### config.mk
export PLATFORM = sky130hd
export DESIGN_NAME = conv_encoder_framer
export DESIGN_NICKNAME = d
export VERILOG_FILES = /design/src/rtl/conv_encoder_framer.sv
export SDC_FILE = /design/constraint.sdc
export NUM_CORES = 1
export LEC_CHECK = 0
export CORE_ASPECT_RATIO = 1.5
export CORE_MARGIN = 3
export CORE_UTILIZATION = 55
export CTS_CLUSTER_SIZE = 24
export DETAILED_ROUTE_END_ITERATION = 6
export GPL_TIMING_DRIVEN = 0
export PLACE_DENSITY_LB_ADDON = 0.12
export SYNTH_ARGS = -nofsm -noshare
export SYNTH_HDL_FRONTEND = slang
export SYNTH_SLANG_ARGS = --single-unit
### constraint.sdc
create_clock -name i_clk -period 3.1 [get_ports i_clk]
set_input_delay 0.93 -clock i_clk [delete_from_list [all_inputs] [get_ports i_clk]]
set_output_delay 0.93 -clock i_clk [all_outputs]
set_load 0.02 [all_outputs]
### src/rtl/conv_encoder_framer.sv
// Rate-1/2 feed-forward convolutional encoder with frame sequencing and an
// optional zero tail, so that a downstream Viterbi decoder ends the frame in state 0.
module conv_encoder_framer #(
  parameter int unsigned    K    = 7,
  parameter logic [K-1:0]   G0   = 7'b1111001,
  parameter logic [K-1:0]   G1   = 7'b1011011,
  parameter bit             TAIL = 1'b1
) (
  input  logic       i_clk,
  input  logic       i_rst,
  input  logic       i_start,
  input  logic [7:0] i_frame_len,
  input  logic       i_in_valid,
  input  logic       i_in_bit,
  output logic       o_in_ready,
  output logic       o_sym_valid,
  output logic [1:0] o_sym_out,
  input  logic       i_sym_ready,
  output logic       o_busy,
  output logic       o_done,
  output logic [7:0] o_out_len,
  output logic       o_err
);

  localparam int unsigned SW    = K - 1;
  localparam int unsigned TailN = TAIL ? K - 1 : 0;
  localparam int unsigned TW    = $clog2(K);

  typedef enum logic [1:0] {StIdle, StEnc, StFlush, StDone} state_e;

  state_e          r_state, w_state_nx;
  logic [SW-1:0]   r_st;
  logic [7:0]      r_bit_cnt;
  logic [TW-1:0]   r_tail_cnt;
  logic [7:0]      r_frame_len;
  logic [7:0]      r_out_len;
  logic            r_sym_valid;
  logic [1:0]      r_sym_out;
  logic            r_err;

  logic            w_free, w_accept, w_bits_left, w_tail_left, w_last_bit;
  logic [8:0]      w_total;
  logic            w_start_ok;
  logic            w_in_ready, w_enc, w_enc_bit, w_load, w_reject;
  logic [K-1:0]    w_r;
  logic [1:0]      w_sym;

  // Handshake and frame-length helpers.
  always_comb begin
    w_free      = !r_sym_valid || i_sym_ready;
    w_accept    = r_sym_valid && i_sym_ready;
    w_bits_left = r_bit_cnt != r_frame_len;
    w_tail_left = r_tail_cnt != TW'(TailN);
    w_last_bit  = ({1'b0, r_bit_cnt} + 9'd1) == {1'b0, r_frame_len};
    w_total     = {1'b0, i_frame_len} + 9'(TailN);
    w_start_ok  = (i_frame_len != 8'd0) && (w_total <= 9'd255);
    w_r         = {r_st, w_enc_bit};
    w_sym       = {^(w_r & G0), ^(w_r & G1)};
  end

  // Next-state and control decode.
  always_comb begin
    w_state_nx = r_state;
    w_in_ready = 1'b0;
    w_enc      = 1'b0;
    w_enc_bit  = 1'b0;
    w_load     = 1'b0;
    w_reject   = 1'b0;
    unique case (r_state)
      StIdle, StDone: begin
        if (i_start) begin
          if (w_start_ok) begin
            w_load     = 1'b1;
            w_state_nx = StEnc;
          end else begin
            w_reject = 1'b1;
          end
        end
      end
      StEnc: begin
        w_in_ready = w_free && w_bits_left;
        if (i_in_valid && w_in_ready) begin
          w_enc     = 1'b1;
          w_enc_bit = i_in_bit;
        end
        // With a tail, move to FLUSH on the last info bit so the tail follows without a bubble.
        if (TAIL) begin
          if (w_enc && w_last_bit) w_state_nx = StFlush;
        end else if (!w_bits_left && w_accept) begin
          w_state_nx = StDone;
        end
      end
      StFlush: begin
        if (w_free && w_tail_left) begin
          w_enc = 1'b1;
        end
        if (!w_tail_left && w_accept) w_state_nx = StDone;
      end
      default: w_state_nx = StIdle;
    endcase
  end

  // State register and rejected-start pulse.
  always_ff @(posedge i_clk) begin
    if (i_rst) begin
      r_state <= StIdle;
      r_err   <= 1'b0;
    end else begin
      r_state <= w_state_nx;
      r_err   <= w_reject;
    end
  end

  // Frame configuration captured at an accepted start.
  always_ff @(posedge i_clk) begin
    if (i_rst) begin
      r_frame_len <= 8'd0;
      r_out_len   <= 8'd0;
    end else if (w_load) begin
      r_frame_len <= i_frame_len;
      r_out_len   <= w_total[7:0];
    end
  end

  // Shift state, counters and the single output symbol register.
  always_ff @(posedge i_clk) begin
    if (i_rst) begin
      r_st        <= '0;
      r_bit_cnt   <= 8'd0;
      r_tail_cnt  <= '0;
      r_sym_valid <= 1'b0;
      r_sym_out   <= 2'd0;
    end else if (w_load) begin
      r_st       <= '0;
      r_bit_cnt  <= 8'd0;
      r_tail_cnt <= '0;
    end else if (w_enc) begin
      r_st        <= w_r[SW-1:0];
      r_sym_out   <= w_sym;
      r_sym_valid <= 1'b1;
      if (r_state == StEnc) r_bit_cnt <= r_bit_cnt + 8'd1;
      else                  r_tail_cnt <= r_tail_cnt + TW'(1);
    end else if (w_accept) begin
      r_sym_valid <= 1'b0;
    end
  end

  // Output drive.
  always_comb begin
    o_in_ready  = w_in_ready;
    o_sym_valid = r_sym_valid;
    o_sym_out   = r_sym_out;
    o_busy      = (r_state == StEnc) || (r_state == StFlush);
    o_done      = r_state == StDone;
    o_out_len   = r_out_len;
    o_err       = r_err;
  end

endmodule

==> metrics.cfg <==
[run_status]
status=completed

[global_routing]
grt_pass1_wl_um=7852
grt-ovfl-total=0
grt_pass1_vias=1784
grt_use_total=0.2027
grt_max_degree=12
antenna_found_initial=0

[sta]
fin_skew_ps=9.218
finalMaxSlewViolations=0
clock.fmax_mhz=344.6
tightest_slew_ps=482.5
fin_crit_ps=2902
hold_violations=0
slew_headroom=0.6783
setup_slack_ps=198.0
rsz0062_at_grt=no
finalSetupViolCount=0
fin_crit_sh=0.9361

[clock_network]
cts_max_path_buffers=2
cts_tree=yes
numCtsBuffers=5
clock_latency_ps=290
holdBufCountCts=0
cts-root-buf=clkbuf_8
cts.sinks=38
path_clk_slew_ps=70
h-tree-depth=2

[detailed_routing]
drtIter0Drc=30
dr_total_vias=1788
highest_layer=met4
drt-met1-wl_um=1823
routed_wl_um=4587
drt-pass1-iter-count=4
avgViaCountPerCell=5.570
wl_per_cell_um=14.29
remaining_drc_errors=0
wl_met2_um=2488
drtAntennaViolNets=0
routed-wl-met3_um=148

[placement]
numPlacedInstances=313
place_congestion=0.8397
portBuffers=26
dp_slack_ps=-399.7
dpl-instance-area_um2=2576
hpwl_um=3527

[yosys]
yosysWarnings=0
synth_nets=267
netlist_instances=244
syn_avg_cell_area_um2=9.271
synth_edf_count=0
synthFlopType=dfxtp_1
synth_area_um2=2262
synth-seq-cells=38
ys_async_sr_fraction=0
ys_types=50
yosysSeqAreaShare=0.3363

[power]
cell_internal_pwr_w=0.001084
p_leak_nw=1.002
power_frac_seq=0.348
ir_drop_mv=0.5235
power_density_nw_per_um2=645.3
clkPwrFrac=0.202
switching_share=0.3735
power.switching_w=0.0006464
combPwrFrac=0.450
power_w=0.001730

[critical_path]
cp_slowest_cell=clkdlybuf4s50_1
critPathCaptureType=output port
worstPathArrival_ps=1970
crit_fanout=3
criticalPathCategory=in2out
start_kind=primary input
path_cells=clkdlybuf4s50_1 -> nand2b_1 -> nand2_1 -> a21oi_1 -> clkbuf_2
slowest_delay_ps=500
crit_family=buffers and inverters
crit_required_ps=2170
crit_buf_inv=2
r2r_slack_ps=780

[die]
core-area_um2=3817
initial_core_util=0.5926
ios=29
dieArea_um2=4934
rows=27
dieWidth_um=58.37
die_y_um=84.55

[final_layout]
multiInputGateArea_um2=1385
final-seq-area_um2=760.7
fin_area_um2=2681
nets=300
diodes=0
area_growth_pct=18.53
drive_gt1_frac=0.1331
final_cells=321
fill_cells=313
final_core_util=0.7024

[worst_hold_path]
holdCritPathClass=reg2reg

[run]
drv_cap=0

## worst reg2reg max path: stages, from the launching register on
cell and delay, ps:
dfxtp_1 460, ha_1 290, nand3_1 220, or4_1 440
a311oi_1 460, and2_1 230, o311ai_1 100
## final timing paths
check | end | from | cells after the start
min | o_out_len[7] | o_out_len[7] | 2
min reg2reg | o_out_len[7] | o_out_len[7] | 2
max reg2reg | r_state[1] | r_bit_cnt[0] | 6
max | o_in_ready | i_sym_ready | 5
## registers in the layout, indices dropped and copies added, names as in the netlist
| signal | cells |
|---|---|
| r_state | 2 |
| r_bit_cnt | 8 |
| o_out_len | 7 |
| r_tail_cnt | 3 |
| o_err | 1 |
| o_sym_valid | 1 |
| r_frame_len | 8 |
| o_sym_out | 2 |
| r_st | 6 |
## repair_timing
| item | in CTS | in global routing |
|---|---|---|
| pin swaps | 2 | 0 |
| buffers inserted | 1 | 0 |
| setup endpoints to repair | 27 | 29 |
| gates resized for setup | 3 | 6 |
## metal layers
metal,up-vias,GRT usage
met5,-,0
met4,0,0.08861
met3,13,0.03692
met2,33,0.3795
met1,824,0.2089
li1,918,-
## power groups by stage
stage	Clock, W	Sequential, W	Combinational [W]
after global routing	0.000375	0.000610	0.000860
after floorplan	0	0.000641	0.000527
final	0.000349	0.000603	0.000778
after global placement	0	0.000612	0.000764
after CTS	0.000357	0.000603	0.000784
after detailed placement	0	0.000615	0.000769
## cell usage in the layout (no fill, tap or decap), drive strengths merged, types with 2 or more instances in the layout
| master | Yosys | layout |
|---|---|---|
| nand4 | 3 | 3 |
| xnor2 | 18 | 18 |
| a2111oi | 2 | 2 |
| nor4 | 3 | 3 |
| mux2i | 19 | 19 |
| dfxtp | 38 | 38 |
| a311oi | 2 | 2 |
| or3 | 2 | 2 |
| o21ai | 3 | 3 |
| o211ai | 2 | 2 |
| nand3 | 6 | 6 |
| xnor3 | 2 | 2 |
| nand2b | 4 | 4 |
| buf | 9 | 9 |
| a31oi | 2 | 2 |
| nand2 | 12 | 12 |
| nor2 | 41 | 41 |
| a21oi | 6 | 6 |
| a21o | 2 | 2 |
| xor2 | 10 | 10 |
| ha | 9 | 9 |
| inv | 10 | 10 |
| nor3 | 6 | 6 |
| clkdlybuf4s50 | 0 | 23 |
| a211oi | 12 | 12 |
| clkbuf | 4 | 12 |
## cells by family after synthesis
| kind of cell | synth area share |
|---|---|
| compound gates | 0.1394 |
| xor+xnor | 0.1283 |
| fa+ha+maj | 0.04978 |
| buf+inv | 0.05475 |
| flops | 0.3363 |
| mux | 0.08407 |
| simple gates | 0.2074 |
## cells in the mapped netlist (all sizes together), types with 2 or more instances
master	number	share of area
dfxtp	38	0.34
nor2	41	0.079
clkbuf	4	0.0066
xnor3	2	0.020
nand4	3	0.0083
a211oi	12	0.051
mux2i	19	0.084
buf	9	0.032
a21o	2	0.0066
nor3	6	0.015
nand3	6	0.013
nor4	3	0.011
a31oi	2	0.0055
xor2	10	0.039
o211ai	2	0.0066
ha	9	0.050
inv	10	0.017
a2111oi	2	0.013
nand2	12	0.020
o21ai	3	0.0066
a21oi	6	0.015
a311oi	2	0.0077
or3	2	0.0055
nand2b	4	0.011
xnor2	18	0.070
## layout make-up
cell class / instances / area share
timing repair buffer: 27 / 0.09846
tap: 43 / 0.02007
sequential: 38 / 0.2837
multi-input combinational: 183 / 0.5166
clock buffer: 7 / 0.03220
inverter: 10 / 0.01400
buffer: 12 / 0.03313
clock inverter: 1 / 0.001867
## metrics by stage
step	setup TNS (ps)	hold WS, ps
after floorplan	0	468.1
after global placement	-10800	480.5
after detailed placement	-11430	484.9
after CTS	0	499.1
after global routing	0	518.2
final	0	494.7
Note: power is estimated with default switching activity, not from simulation.
